[config.mk]
export PLATFORM = sky130hd
export DESIGN_NAME = snake_game_ctrl
export DESIGN_NICKNAME = d
export VERILOG_FILES = /design/src/rtl/snake_game_ctrl.sv
export SDC_FILE = /design/constraint.sdc
export NUM_CORES = 1
export LEC_CHECK = 0
export CORE_MARGIN = 1
export CORE_UTILIZATION = 42
export DETAILED_ROUTE_END_ITERATION = 7
export PLACE_DENSITY_LB_ADDON = 0.1
export SLEW_MARGIN = 0
export SYNTH_ARGS = -nofsm -noshare
export SYNTH_HDL_FRONTEND = slang
export SYNTH_SLANG_ARGS = --single-unit
export TNS_END_PERCENT = 30
[constraint.sdc]
create_clock -name clock -period 3.8 [get_ports clock]
set_clock_uncertainty 0.15 [all_clocks]
set_input_delay 0.76 -clock clock [delete_from_list [all_inputs] [get_ports clock]]
set_output_delay 0.76 -clock clock [all_outputs]
set_load 0.005 [all_outputs]
[src/rtl/snake_game_ctrl.sv]
// snake_game_ctrl
//   Sequencer for the snake display datapath. It generates the game tick,
//   arbitrates the direction buttons, issues one-cycle step requests, collects
//   the step acknowledgement with its collide/eat flags, runs the game-over
//   blink and re-initialises the datapath.
//
// Ports
//   clock      in   system clock, all state on posedge
//   reset      in   asynchronous active-low reset
//   switch     in   raw buttons: 1000 up, 0100 down, 0010 left, 0001 right
//   step_done  in   datapath finished the step; collide/eat valid this cycle
//   collide    in   head hit wall or body
//   eat        in   head reached food
//   step       out  one-cycle pulse: advance head one cell in direction
//   clear      out  high while in INIT: datapath reloads initial body
//   direction  out  committed heading: 0 up, 1 down, 2 left, 3 right
//   score      out  foods eaten this game, saturating at SCORE_MAX
//   blank      out  display blank request, blinks during DEAD
//   state      out  0 INIT, 1 IDLE, 2 RUN (WAIT/STEP), 3 DEAD
//
// state  | meaning
// -------+-----------------------------------------------------------
// S_INIT | clear datapath for one cycle, restore heading to right
// S_IDLE | wait for an accepted button press to start a game
// S_WAIT | tick timer running; on terminal count commit heading, step
// S_STEP | timer halted, waiting for step_done from the datapath
// S_DEAD | timer running, blank toggles each tick, then back to INIT

module snake_game_ctrl #(
  parameter int TICK_DIV   = 5000000,
  parameter int DEAD_TICKS = 6,
  parameter int SCORE_MAX  = 255
) (
  input  logic       clock,
  input  logic       reset,
  input  logic [3:0] switch,
  input  logic       step_done,
  input  logic       collide,
  input  logic       eat,
  output logic       step,
  output logic       clear,
  output logic [1:0] direction,
  output logic [7:0] score,
  output logic       blank,
  output logic [1:0] state
);

  localparam int CW = $clog2(TICK_DIV);
  localparam int DW = ($clog2(DEAD_TICKS) < 3) ? 3 : $clog2(DEAD_TICKS);
  localparam logic [CW-1:0] TICK_LAST = CW'(TICK_DIV - 1);
  localparam logic [DW-1:0] DEAD_LAST = DW'(DEAD_TICKS - 1);
  localparam logic [7:0]    SCORE_TOP = 8'(SCORE_MAX);

  typedef enum logic [2:0] {
    S_INIT,
    S_IDLE,
    S_WAIT,
    S_STEP,
    S_DEAD
  } fsm_t;

  fsm_t          fsm_q, fsm_d;
  logic [CW-1:0] tick_q, tick_d;
  logic [DW-1:0] dead_q, dead_d;
  logic [1:0]    dir_q, dir_d;
  logic [1:0]    pend_q, pend_d;
  logic [7:0]    score_q, score_d;
  logic          step_q, step_d;
  logic          blank_q, blank_d;
  logic [3:0]    sync_1, sync_2;

  logic          code_valid;
  logic [1:0]    code;
  logic          accept;
  logic [1:0]    pend_arb;

  always_ff @(posedge clock or negedge reset) begin
    if (!reset) begin
      sync_1 <= 4'd0;
      sync_2 <= 4'd0;
    end else begin
      sync_1 <= switch;
      sync_2 <= sync_1;
    end
  end

  always_comb begin
    code_valid = 1'b1;
    code       = 2'd3;
    case (sync_2)
      4'b1000: code = 2'd0;
      4'b0100: code = 2'd1;
      4'b0010: code = 2'd2;
      4'b0001: code = 2'd3;
      default: code_valid = 1'b0;
    endcase
  end

  // Headings are encoded so that the reverse of a direction differs only in
  // bit 0; a press that would turn the snake back onto itself is dropped.
  always_comb begin
    accept   = code_valid && (code != (dir_q ^ 2'd1)) &&
               ((fsm_q == S_IDLE) || (fsm_q == S_WAIT) || (fsm_q == S_STEP));
    pend_arb = accept ? code : pend_q;
  end

  always_ff @(posedge clock or negedge reset) begin
    if (!reset) begin
      fsm_q   <= S_INIT;
      tick_q  <= '0;
      dead_q  <= '0;
      dir_q   <= 2'd3;
      pend_q  <= 2'd3;
      score_q <= 8'd0;
      step_q  <= 1'b0;
      blank_q <= 1'b0;
    end else begin
      fsm_q   <= fsm_d;
      tick_q  <= tick_d;
      dead_q  <= dead_d;
      dir_q   <= dir_d;
      pend_q  <= pend_d;
      score_q <= score_d;
      step_q  <= step_d;
      blank_q <= blank_d;
    end
  end

  // The tick timer is a down-counter loaded with TICK_DIV-1 and expiring at
  // zero, so every tick spans exactly TICK_DIV cycles of WAIT or DEAD.
  always_comb begin
    fsm_d   = fsm_q;
    tick_d  = tick_q;
    dead_d  = dead_q;
    dir_d   = dir_q;
    pend_d  = pend_arb;
    score_d = score_q;
    step_d  = 1'b0;
    blank_d = blank_q;

    case (fsm_q)
      S_INIT: begin
        dir_d  = 2'd3;
        pend_d = 2'd3;
        fsm_d  = S_IDLE;
      end

      S_IDLE: begin
        if (accept) begin
          score_d = 8'd0;
          tick_d  = TICK_LAST;
          fsm_d   = S_WAIT;
        end
      end

      S_WAIT: begin
        if (tick_q == '0) begin
          // Include a press accepted this very cycle so the committed
          // heading and pending never disagree across the step.
          dir_d  = pend_arb;
          step_d = 1'b1;
          tick_d = TICK_LAST;
          fsm_d  = S_STEP;
        end else begin
          tick_d = tick_q - CW'(1);
        end
      end

      S_STEP: begin
        if (step_done) begin
          tick_d = TICK_LAST;
          if (collide) begin
            dead_d = DEAD_LAST;
            fsm_d  = S_DEAD;
          end else begin
            if (eat && (score_q < SCORE_TOP)) begin
              score_d = score_q + 8'd1;
            end
            fsm_d = S_WAIT;
          end
        end
      end

      S_DEAD: begin
        pend_d = pend_q;
        if (tick_q == '0) begin
          tick_d = TICK_LAST;
          if (dead_q == '0) begin
            blank_d = 1'b0;
            fsm_d   = S_INIT;
          end else begin
            blank_d = ~blank_q;
            dead_d  = dead_q - DW'(1);
          end
        end else begin
          tick_d = tick_q - CW'(1);
        end
      end

      default: fsm_d = S_INIT;
    endcase
  end

  always_comb begin
    case (fsm_q)
      S_INIT:         state = 2'd0;
      S_IDLE:         state = 2'd1;
      S_WAIT, S_STEP: state = 2'd2;
      default:        state = 2'd3;
    endcase
  end

  assign step      = step_q;
  assign clear     = (fsm_q == S_INIT);
  assign direction = dir_q;
  assign score     = score_q;
  assign blank     = blank_q;

endmodule

==> out/metrics.yaml <==
status:
  outcome: "finished clean"
place:
  place_hpwl_um: 3910
  gp_congestion: 0.846
  place_area_um2: 2960
  portBuffers: 23
timing:
  hold_violations: 0
  drv_slew: 0
  final.setup.tns_ns: 0
  timing.fmax_mhz: 365
  rsz0062_at_grt: "false"
  fin_crit_ns: 2.74
  post-route-period-util: 0.721
  setup_viol: 0
  relSlewSlack: 0.466
  worst_slew_pin_slew_ns: 0.801
clock_network:
  cts.sink_count: 51
  cts_hold_buf: 0
  root_buffer: "clkbuf_8"
  clk_pin_slew_ns: 0.09
  cts_setup_buffers: 0
  cts_htree_levels: 2
  numCtsBuffers: 5
  clock_latency_ns: 0.30
  cts_tree: "done"
  cts_resized: 0
  clock_path_buffers: 2
worst_setup_path:
  critPathLaunchType: "register"
  crit_fanout: 9
  cp-startpoint: "fsm_q[1]"
  max_stage_delay_ns: 0.50
  worstSetupPathType: "reg2out"
  crit_arrival_ns: 1.83
  worstPathRequired_ns: 2.89
  cp_cell_sequence: "nor2_1 -> inv_1 -> nor2_1 -> clkdlybuf4s50_1"
  critPathCaptureType: "output pin"
  crit_family: "buffers and inverters"
  timing.rr.start: "tick_q[7]"
  slowest_stage: "clkdlybuf4s50_1"
  path_buf_inv: 2
  cp_common_cell: "nor2_1"
detailed_routing:
  drt_iter0_drc: 94
  wl_um: 5610
  drtAntennaViolNets: 0
  drtPass1Iterations: 4
  wl_per_cell_um: 14.3
  vias: 2170
  route.detailed.drc: 0
  vias_per_cell: 5.55
synth:
  async_flop_share: 1.00
  synth_cells: 290
  synth_ff_type: "dfrtp_1"
  synth-seq-cells: 51
  synth_edf_count: 0
  synth_nets: 303
  syn-cell-area_um2: 2660
  synth_top_cell_by_area: "dfrtp_1"
  synth.area.top_cells: "dfrtp_1 44%, nand2_1 4.5%, dfstp_2 4.0%"
  yosys.area.top_type_share: 0.443
  yosysWarnings: 0
  ys_seq_area_frac: 0.483
  synth.distinct_cells: 46
  syn_avg_cell_area_um2: 9.16
final_layout:
  antenna-diode-count: 0
  fin_area_um2: 3060
  area_growth_syn_to_layout_pct: 15.1
  drive_above_1_share: 0.0665
  n_fill_cell: 585
  nets: 328
floorplan:
  rows: 28
  ios: 24
  core_region_area_um2: 6030
  die_w_um: 81.5
  die_h_um: 81.5
  start_util: 0.441
  die-area_um2: 6640
global_route:
  grt_antenna_before_repair: 0
  grt_pass1_wl_um: 9580
  overflow: 0
  grt_pass1_vias: 1982
  grt_max_degree: 34
  grt_util_all_layers: 0.189
pwr:
  p_int_uw: 910
  p_seq_frac: 0.461
  ir_drop_mv: 0.242
  p_clk_frac: 0.236
  p_sw_uw: 515
  pwr-share-comb: 0.303
  power.density_nw_per_um2: 466
  leakagePower_nw: 1.34
  switching_share: 0.361
worst_hold_path:
  min_from: "sync_1[0]"
  hold_class: "reg2reg"
flow_run:
  maxCapViolations: 0
cell usage after synthesis, drive strengths merged, types with 9 or more instances:
library cell / n
dfrtp: 47
nand2: 33
nor2: 27
a21oi: 20
nor3: 17
nand3: 16
o21ai: 13
and3: 11
inv: 9
placed cells by master (no fill, tap or decap), types with 4 or more instances in the layout:
| cell type | synthesis | layout |
|---|---|---|
| or4_1 | 7 | 7 |
| nor3_1 | 17 | 17 |
| ha_1 | 4 | 4 |
| nor2_1 | 26 | 26 |
| a21oi_1 | 20 | 20 |
| o21ai_0 | 8 | 8 |
| dfrtp_1 | 47 | 47 |
| nand2_1 | 32 | 32 |
| nand3_1 | 16 | 16 |
| o31ai_1 | 8 | 8 |
| clkdlybuf4s50_1 | 0 | 22 |
| and3_1 | 11 | 11 |
| o21ai_1 | 5 | 5 |
| dfstp_2 | 4 | 4 |
| and2_1 | 5 | 5 |
| a31oi_1 | 5 | 5 |
| inv_1 | 9 | 9 |
| a211o_1 | 8 | 8 |
| o21a_1 | 5 | 5 |
| clkbuf_8 | 0 | 7 |
| or3_1 | 7 | 7 |
layout make-up:
cell class              count  area (um2)  share of cell area
inverters                   9        33.8              0.0111
multi-input cells         223        1310               0.428
flip-flops and latches     51        1280               0.419
clock buffers               8         100              0.0328
well taps                  75        93.8              0.0307
repair buffers             25         240              0.0786
stage by stage:
step | std cells | worst slack, ns | power (mW) | hold slack [ns] | utilization
floorplan | 290 | 1.50 | 0.956 | 0.181 | -
global placement | 383 | 0.964 | 1.10 | 0.183 | 0.490
detailed placement | 383 | 0.919 | 1.10 | 0.188 | 0.490
CTS | 391 | 1.02 | 1.45 | 0.210 | 0.507
global route | 391 | 0.863 | 1.54 | 0.214 | 0.507
finish | 391 | 1.06 | 1.42 | 0.205 | 0.507
power by group through the flow:
stage	Sequential [mW]	Clock (mW)	Combinational, mW
floorplan	0.635	0	0.321
global placement	0.664	0	0.438
detailed placement	0.666	0	0.438
CTS	0.656	0.353	0.439
global route	0.668	0.376	0.493
finish	0.657	0.337	0.432
sequential cells by signal (all words and copies together), names as in the netlist:
signal,count
dead_q,3
step,1
tick_q,23
pend_q,2
direction,2
score,8
fsm_q,3
sync_2,4
sync_1,4
blank,1
per-layer routing:
metal	part of all wire	up-vias	track usage
met4	0.013	0	0.0732
met2	0.45	24	0.293
li1	-	1103	-
met5	0	-	0
met3	0.032	5	0.0378
met1	0.50	1038	0.258
path summary, 6_finish.rpt:
path | endpoint | slack, ns | depth (start not counted)
worst max-delay path | clear | 1.06 | 4
worst min-delay path | sync_2[0] | 0.20 | 0
worst max register to register | tick_q[12] | 1.17 | 6
worst min register to register | sync_2[0] | 0.20 | 0
max in group asynchronous | score[2] | 2.41 | 2
min in group asynchronous | sync_1[3] | 0.36 | 1
logic make-up (layout without fill, tap and decap cells):
| family | count (synthesis) | after routing | synth area share |
|---|---|---|---|
| AO/OA/AOI/OAI | 73 | 73 | 0.179 |
| XOR/XNOR | 3 | 3 | 0.00990 |
| adder cells (fa/ha/maj) | 4 | 4 | 0.0189 |
| buffers and inverters | 16 | 42 | 0.0254 |
| flip-flops | 51 | 51 | 0.483 |
| multiplexers | 3 | 3 | 0.0113 |
| AND/OR/NAND/NOR | 140 | 140 | 0.273 |
(Power assumes the default switching activity.)
